--- src/rtl/fetch_queue.sv ---
// fetch_queue: instruction-fetch front end.
// Owns the PC, issues FETCH_WIDTH-word reads into a 1-cycle synchronous
// instruction RAM, applies the branch prediction on the returning bundle and
// buffers instructions in a QUEUE_DEPTH FIFO drained by decode (valid/ready).
// A redirect from exec flushes the queue and any read in flight.
// Optional feature macro: FETCH_QUEUE_BYPASS_EN -- when defined, slot 0 of a
// response arriving at an empty queue is presented on deq_* in the same cycle.
module fetch_queue #(
  parameter int                    ADDR_WIDTH  = 32,
  parameter int                    IMEM_AW     = 15,
  parameter int                    FETCH_WIDTH = 2,
  parameter int                    QUEUE_DEPTH = 8,
  parameter int                    GHR_WIDTH   = 9,
  parameter logic [ADDR_WIDTH-1:0] RESET_PC    = '0
) (
  input  logic                          clk,
  input  logic                          rst,
  output logic                          imem_en,
  output logic [IMEM_AW-1:0]            imem_addr,
  input  logic [32*FETCH_WIDTH-1:0]     imem_rdata,
  output logic [ADDR_WIDTH-1:0]         pred_pc,
  input  logic                          pred_taken,
  input  logic [ADDR_WIDTH-1:0]         pred_target,
  input  logic [GHR_WIDTH-1:0]          pred_index,
  input  logic                          redirect,
  input  logic [ADDR_WIDTH-1:0]         redirect_pc,
  output logic                          deq_valid,
  input  logic                          deq_ready,
  output logic [ADDR_WIDTH-1:0]         deq_pc,
  output logic [31:0]                   deq_instr,
  output logic                          deq_pred_taken,
  output logic [GHR_WIDTH-1:0]          deq_pred_index,
  output logic [$clog2(QUEUE_DEPTH):0]  count
);

  localparam int PW = $clog2(QUEUE_DEPTH);
  localparam int CW = PW + 1;
  localparam logic [ADDR_WIDTH-1:0] BUNDLE_BYTES = ADDR_WIDTH'(4*FETCH_WIDTH);

  typedef struct packed {
    logic [ADDR_WIDTH-1:0] pc;
    logic [31:0]           instr;
    logic                  taken;
    logic [GHR_WIDTH-1:0]  index;
  } entry_t;

  // architectural state
  logic [ADDR_WIDTH-1:0] pc;
  logic [ADDR_WIDTH-1:0] ipc;
  logic                  inflight;
  logic [PW-1:0]         rd_ptr;
  logic [PW-1:0]         wr_ptr;
  entry_t                q [QUEUE_DEPTH];

  // per-cycle control
  entry_t [FETCH_WIDTH-1:0]          slot;
  entry_t                            head;
  logic                              resp;
  logic                              resp_taken;
  logic                              byp;
  logic                              issue;
  logic                              pop;
  logic [ADDR_WIDTH-1:0]             tgt;
  logic [ADDR_WIDTH-1:0]             fetch_pc;
  logic [ADDR_WIDTH-1:0]             redir_pc;
  logic [FETCH_WIDTH-1:0]            wen;
  logic [FETCH_WIDTH-1:0][PW-1:0]    widx;
  logic [CW-1:0]                     enq_n;
  int                                space;
  int                                slot_lo;
  int                                slot_hi;

  // Targets are word aligned; the two LSBs of incoming addresses carry nothing.
  logic unused_lsbs;
  assign unused_lsbs = ^{pred_target[1:0], redirect_pc[1:0]};
  assign tgt         = {pred_target[ADDR_WIDTH-1:2], 2'b00};
  assign redir_pc    = {redirect_pc[ADDR_WIDTH-1:2], 2'b00};

  // A response is only usable when nothing is flushing the pipe this cycle.
  assign resp       = inflight && !redirect && !rst;
  assign resp_taken = resp && pred_taken;
  assign pred_pc    = inflight ? ipc : pc;

`ifdef FETCH_QUEUE_BYPASS_EN
  assign byp = resp && (count == '0);
`else
  assign byp = 1'b0;
`endif

  // Unpack the returning bundle; the prediction belongs to slot 0 only.
  for (genvar k = 0; k < FETCH_WIDTH; k++) begin : g_slot
    assign slot[k].pc    = ipc + ADDR_WIDTH'(4*k);
    assign slot[k].instr = imem_rdata[32*k +: 32];
    assign slot[k].taken = (k == 0) && pred_taken;
    assign slot[k].index = pred_index;
  end

  // Issue only when the queue can absorb this bundle plus the one in flight.
  always_comb begin
    space    = QUEUE_DEPTH - int'(count) - (inflight ? FETCH_WIDTH : 0);
    issue    = !rst && !redirect && (space >= FETCH_WIDTH);
    fetch_pc = resp_taken ? tgt : pc;
    imem_en  = issue;
    imem_addr = fetch_pc[IMEM_AW+1:2];
  end

  // Select which response slots get written and where they land.
  always_comb begin
    slot_lo = (byp && deq_ready) ? 1 : 0;
    slot_hi = pred_taken ? 1 : FETCH_WIDTH;
    enq_n   = '0;
    wen     = '0;
    widx    = '0;
    if (resp && (slot_hi > slot_lo)) enq_n = CW'(slot_hi - slot_lo);
    for (int k = 0; k < FETCH_WIDTH; k++) begin
      if (resp && (k >= slot_lo) && (k < slot_hi)) begin
        wen[k]  = 1'b1;
        widx[k] = wr_ptr + PW'(k - slot_lo);
      end
    end
  end

  // Head selection and decode handshake; outputs read as zero when not valid.
  always_comb begin
    head           = byp ? slot[0] : q[rd_ptr];
    deq_valid      = !rst && !redirect && (byp || (count != '0));
    pop            = deq_valid && deq_ready && !byp;
    deq_pc         = '0;
    deq_instr      = '0;
    deq_pred_taken = 1'b0;
    deq_pred_index = '0;
    if (deq_valid) begin
      deq_pc         = head.pc;
      deq_instr      = head.instr;
      deq_pred_taken = head.taken;
      deq_pred_index = head.index;
    end
  end

  // PC, in-flight tracking and queue pointers; redirect flushes everything.
  always_ff @(posedge clk) begin
    if (rst) begin
      pc       <= RESET_PC;
      ipc      <= RESET_PC;
      inflight <= 1'b0;
      rd_ptr   <= '0;
      wr_ptr   <= '0;
      count    <= '0;
    end else if (redirect) begin
      pc       <= redir_pc;
      inflight <= 1'b0;
      rd_ptr   <= '0;
      wr_ptr   <= '0;
      count    <= '0;
    end else begin
      inflight <= issue;
      if (issue) begin
        ipc <= fetch_pc;
        pc  <= fetch_pc + BUNDLE_BYTES;
      end else if (resp_taken) begin
        pc  <= tgt;
      end
      if (pop) rd_ptr <= rd_ptr + PW'(1);
      wr_ptr <= wr_ptr + enq_n[PW-1:0];
      count  <= count + enq_n - CW'(pop);
    end
  end

  // Queue storage; write enables are already gated by reset and redirect.
  always_ff @(posedge clk) begin
    for (int k = 0; k < FETCH_WIDTH; k++) begin
      if (wen[k]) q[widx[k]] <= slot[k];
    end
  end

endmodule

--- config.mk ---
export PLATFORM = sky130hd
export DESIGN_NAME = fetch_queue
export DESIGN_NICKNAME = d
export VERILOG_FILES = /design/src/rtl/fetch_queue.sv
export SDC_FILE = /design/constraint.sdc
export NUM_CORES = 1
export LEC_CHECK = 0
export BUFFER_PORTS_ARGS = -buffer_cell sky130_fd_sc_hd__buf_2
export CORE_UTILIZATION = 40
export DETAILED_ROUTE_END_ITERATION = 8
export PLACE_DENSITY = 0.54
export SLEW_MARGIN = 20
export SYNTH_ARGS = -nofsm -noshare
export SYNTH_HDL_FRONTEND = slang
export SYNTH_SLANG_ARGS = --single-unit
--- constraint.sdc ---
create_clock -name clk -period 6.2 [get_ports clk]
set_input_delay 1.24 -clock clk [delete_from_list [all_inputs] [get_ports clk]]
set_output_delay 1.24 -clock clk [all_outputs]
set_load 0.02 [all_outputs]
Word-level counts from Yosys, hierarchy flattened
Memories as Yosys holds them, arrays and structs flattened. A register that Yosys moved wholly into a read port is not among the register bits.
Index checks and enable logic that the tools add are counted.
- add/sub/neg operators: 9
- multiply operators: 0
- divide/modulo/power cells: 0
- $lt $le $gt $ge: 4
- equal/unequal tests: 0
- shift-type cells: 0
- mux-type cells: 21
- bitwise operators: 1
- reduce and logical (&&, ||, !) cells: 15
- operator list (operator ; count):
    two-way mux 32 bit ; 6
    adder 32 x 3 -> 32 bit (second input constant) ; 1
    adder 32 x 4 -> 32 bit (second input constant) ; 1
    two-way mux 3 bit ; 4
    logical AND 1 bit ; 10
    two-way mux 9 bit ; 1
    two-way mux 1 bit ; 7
    adder 3 x 1 -> 3 bit (second input constant) ; 2
    greater-or-equal comparator 6 x 3 -> 1 bit (second input constant) ; 1
    subtractor 5 x 3 -> 6 bit ; 1
    subtractor 4 x 4 -> 5 bit (first input constant) ; 1
    adder 4 bit ; 1
    < comparator 1 x 2 -> 1 bit (first input constant) ; 2
    two-way mux 2 bit ; 2
    two-way mux 4 bit ; 1
    nonzero test 4 bit ; 1
    subtractor 4 x 1 -> 4 bit ; 1
    adder 3 bit ; 1
    > comparator 2 x 1 -> 1 bit (second input constant) ; 1
    zero test 1 bit ; 2
    AND reduction 2 bit ; 1
    OR reduction 2 bit ; 1
    NOT 1 bit ; 1
- bits in registers: 75
- latch bits: 0
- RAM bits: 592
- ROM bits: 0
- input bits: 142
- output and inout bits: 127
- logic and storage cells: 58
- memories: 1
- memories (name ; words ; bits a word ; read ports ; clocked after memory_dff ; write ports ; line ; text):
    q ; 8 ; 74 ; 1 ; 1 ; 2 ; 53 ; entry_t q [QUEUE_DEPTH];

Depth between registers and ports, before layout
- word-level depth: 8
- mapped depth: 14
- depth with buffers taken out: 14

Worst setup path after synthesis
OpenSTA, ideal clock, no wires.
- path type: in2reg
- from: input port rst
- to: memory q[0][0] (netlist name) (enable)
- library setup time: 0.463 ns
- data arrival time: 4.699 ns
- data required time: 5.737 ns
- setup slack: 1.038 ns
- stages on the path: 7
- buffers on the path: 2
- cells stage by stage: buf_2 -> nor2_2 -> nand3_1 -> nor3_1 -> nor2_1 -> inv_1 -> clkbuf_1
- RTL lines (item ; line ; text):
    from (decl) ; 17 ; input logic rst,
    to (decl) ; 53 ;

Final worst setup path
- from: input port rst
- to: output port deq_pc[16]
- longest elaborated chain between the ends: 4
- ends and longest elaborated chain (item ; line ; text):
    zero test 1 bit ; 126 ; deq_valid = !rst && !redirect && (byp || (count != '0));
    logical AND 1 bit (2 in series) ; 126 ;
    two-way mux 32 bit ; 132 ; if (deq_valid) begin
    to (decl) ; 29 ; output logic [ADDR_WIDTH-1:0] deq_pc,
Every way passes these cells.

==> run metrics <==
Routability Congestion=around 0.88; fin crit period=around 4.8 ns; grt ovf=0; Power Total=around 0.010 W; EDFF count, synth=between 500 and 600; most frequent cells after synthesis=edfxtp_1 (584), nand2_1 (336), a22o_1 (268); register clock-pin slew on the reported worst setup and hold paths=about 0.060 ns; Root Buffer=clkbuf_16; Final Cell Area=39,310 um2; worst-skew pair later-pin latency=0.65 ns; Tot GR Track Use=a little over a quarter; DR vias/cell=a little over 6; vias in the first global route=about 25,000; routed wl met3=9378 um; WL met1=46,790 um; CP most frequent cell=buf_2; Max Cap Violations=0; H-tree level count=3; fin crit share=between 70% and 80%; Max Root-Sink Buffers=3; post-synth top area cell=edfxtp_1; cts bufs inserted=80; DRC=0; DR pass1 iterations=5; # IOs=about 270; Synth Area in Compound Gates=approximately 14%; Slowest-stage cell, CP=nor2_2; CTS Sinks=670; antenna violations before repair=3; die height=slightly below 300 um; synth unique cells=between 60 and 70; Yosys reg bits=670; sequential area share after synthesis=55.90%; mux contribution to synthesized area=around 14%; Worst Setup Start Kind=input pin; Port Buffers=264; largest net degree at the start of global routing=slightly below 70; Max-Slew Margin vs Limit=about a quarter; syn_nets=3,034; post-cts sizing count=0; post-synthesis xor/xnor area fraction=less than 1%; syn avg cell area=roughly 12 um2; post-synth top area share=about half; Post-synth ARST share=0%; Critical Path Max Stage Delay=about 0.6 ns; Worst Clk Skew=0.02202 ns; layout cells sized above 1=about 22%; die area=87,300 um2; Cell Area, Placed=36,800 um2; Simple-Gate Fraction of Synth Area=11.04%; crit path kind=in2out; placed cells=approximately 4,000; hpwl dp=around 65,000 um; final hold vios=0; Max Slew Vio Count=0; most common cell in the netlist=edfxtp_1; fmax=210.0 MHz; Routed Wire Length=114,900 um; post-route non-filler standard cell count=~4,200; hold slack final=0.4607 ns; max layer used=met5; CTS tree=built; global-route wire length before repair=approximately 170,000 um; Die X=between 200 and 300 um; Worst Path Required=between 4 and 5 ns; wire length on met2=roughly 55,000 um; CP arrival=approximately 3.5 ns; Syn Std Cell Area=34,450 um2; cell breakdown of the critical path=buf_2 -> nor2_2 -> nand2_4 -> buf_4 -> nor2_1 -> buf_2; nets@finish=between 3,000 and 4,000; synthesized instance count=2,875; hold-fix buffers at CTS=0; Critical Path End Type=output port; adder-cell share of the synthesized area=less than 1%; first-iteration detailed-routing DRC count=around 2,300; Antenna Nets Post-Route=0; Final setup viols=0; Tightest Pin Transition=1.109 ns; Max VDD drop=198.0 uV; fill count=between 7,000 and 8,000; setup TNS=0 ns; via count=between 20,000 and 30,000; dominant register cell in the synthesized netlist=edfxtp_1; Post CTS Setup Buffer Count=0; Synth area leaders=edfxtp_1 (51%), mux4_2 (9.7%), a22o_1 (6.8%), dfxtp_1 (5.0%), nand2_1 (3.7%); LEAKAGE=about 14 nW; outcome=complete, no violations; yosys warns=0; WL/cell=between 20 and 30 um; worst-path fanout max=43; RSZ-0062 raised after global routing=no; Synth-to-Final Area Change=14.10%; worst hold path class=reg2reg; Starting Density=roughly 40%; main combinational cell family by area after synthesis=compound AO/OA/AOI/OAI gates; Row Count=roughly 110; Pwr per Cell Area=257.3 nW/um2; Core ar.=between 80,000 and 90,000 um2
==> critical path: cells and delay by family <==
family                 cells  cell delay, ns
buffers and inverters      3            0.95
and+or+nand+nor            3            1.25
==> metrics by stage <==
step	utilization (%)	worst slack [ns]
floorplan	-	1.038
global placement	43.15	1.440
detailed placement	43.16	1.381
CTS	46.07	1.383
global route	46.08	1.262
finish	46.09	1.439
==> cell usage in the layout (no fill, tap or decap), types with 15 or more instances in the layout <==
master / netlist / layout
o21ai_0: 240 / 240
o31ai_1: 57 / 57
nor2b_1: 26 / 26
buf_12: 0 / 15
dfxtp_1: 86 / 82
or3_1: 16 / 16
a21oi_1: 37 / 37
nand3_1: 78 / 78
clkinv_1: 0 / 19
xor2_1: 20 / 20
mux2_2: 33 / 33
clkbuf_1: 215 / 22
edfxtp_1: 584 / 584
a211oi_1: 22 / 22
mux4_2: 148 / 148
buf_4: 15 / 62
nor2_1: 190 / 178
mux2i_1: 97 / 97
nand2_1: 336 / 329
and3_1: 15 / 15
nand4_1: 24 / 24
and2_1: 77 / 77
clkbuf_16: 0 / 80
ha_1: 15 / 15
buf_2: 4 / 264
a31oi_1: 27 / 27
nor3_1: 26 / 20
inv_1: 30 / 26
a22o_1: 268 / 268
==> logic make-up (layout without fill, tap and decap cells) <==
family / Yosys count / in the layout
DFF: 670 / 670
AOI/OAI and AO/OA: 683 / 683
other: 0 / 6
adders and majority gates: 17 / 17
and+or+nand+nor: 828 / 828
muxes: 278 / 278
buffers and inverters: 371 / 519
xor gates and xnor gates: 28 / 28
==> flip-flops by register name (all words and copies together) (netlist names), named ones only <==
| register | cells |
|---|---|
| inflight | 1 |
| pc | 32 |
| q | 592 |
| rd_ptr | 3 |
| wr_ptr | 3 |
| ipc | 32 |
| count | 4 |
==> layout make-up <==
type	instances	area, um2	share of cell area (%)
Sequential cell	670	19270	49.03
Clock buffer	108	2167	5.513
Clock inverter	38	314.1	0.7990
Antenna cell	6	15.01	0.03820
Tap cell	1144	1431	3.642
Timing Repair Buffer	341	2087	5.310
Multi-Input combinational cell	1834	13890	35.35
Inverter	32	127.6	0.3247
==> worst paths after layout <==
kind	start	cells after the start	slack, ns	endpoint
min reg2reg	q[3][9]	2	0.46	q[3][9]
max reg2reg	inflight	7	2.32	q[5][11]
max	rst	6	1.44	deq_pc[16]
min	q[3][9]	2	0.46	q[3][9]
==> routing by layer <==
metal / up-vias / global-route usage (%)
met5: - / 0
met4: 2 / 9.112
met3: 229 / 3.789
met2: 1335 / 43.44
met1: 12780 / 34.73
li1: 11090 / -
==> report_power, final <==
part | switching [W] | internal [W] | leakage [nW]
Sequential | 0.000133 | 0.00490 | 6.51
Combinational | 0.000381 | 0.000200 | 5.91
Clock | 0.00194 | 0.00256 | 1.21
Total | 0.00245 | 0.00766 | 13.6
No activity file was read; power rests on OpenSTA's default activity.
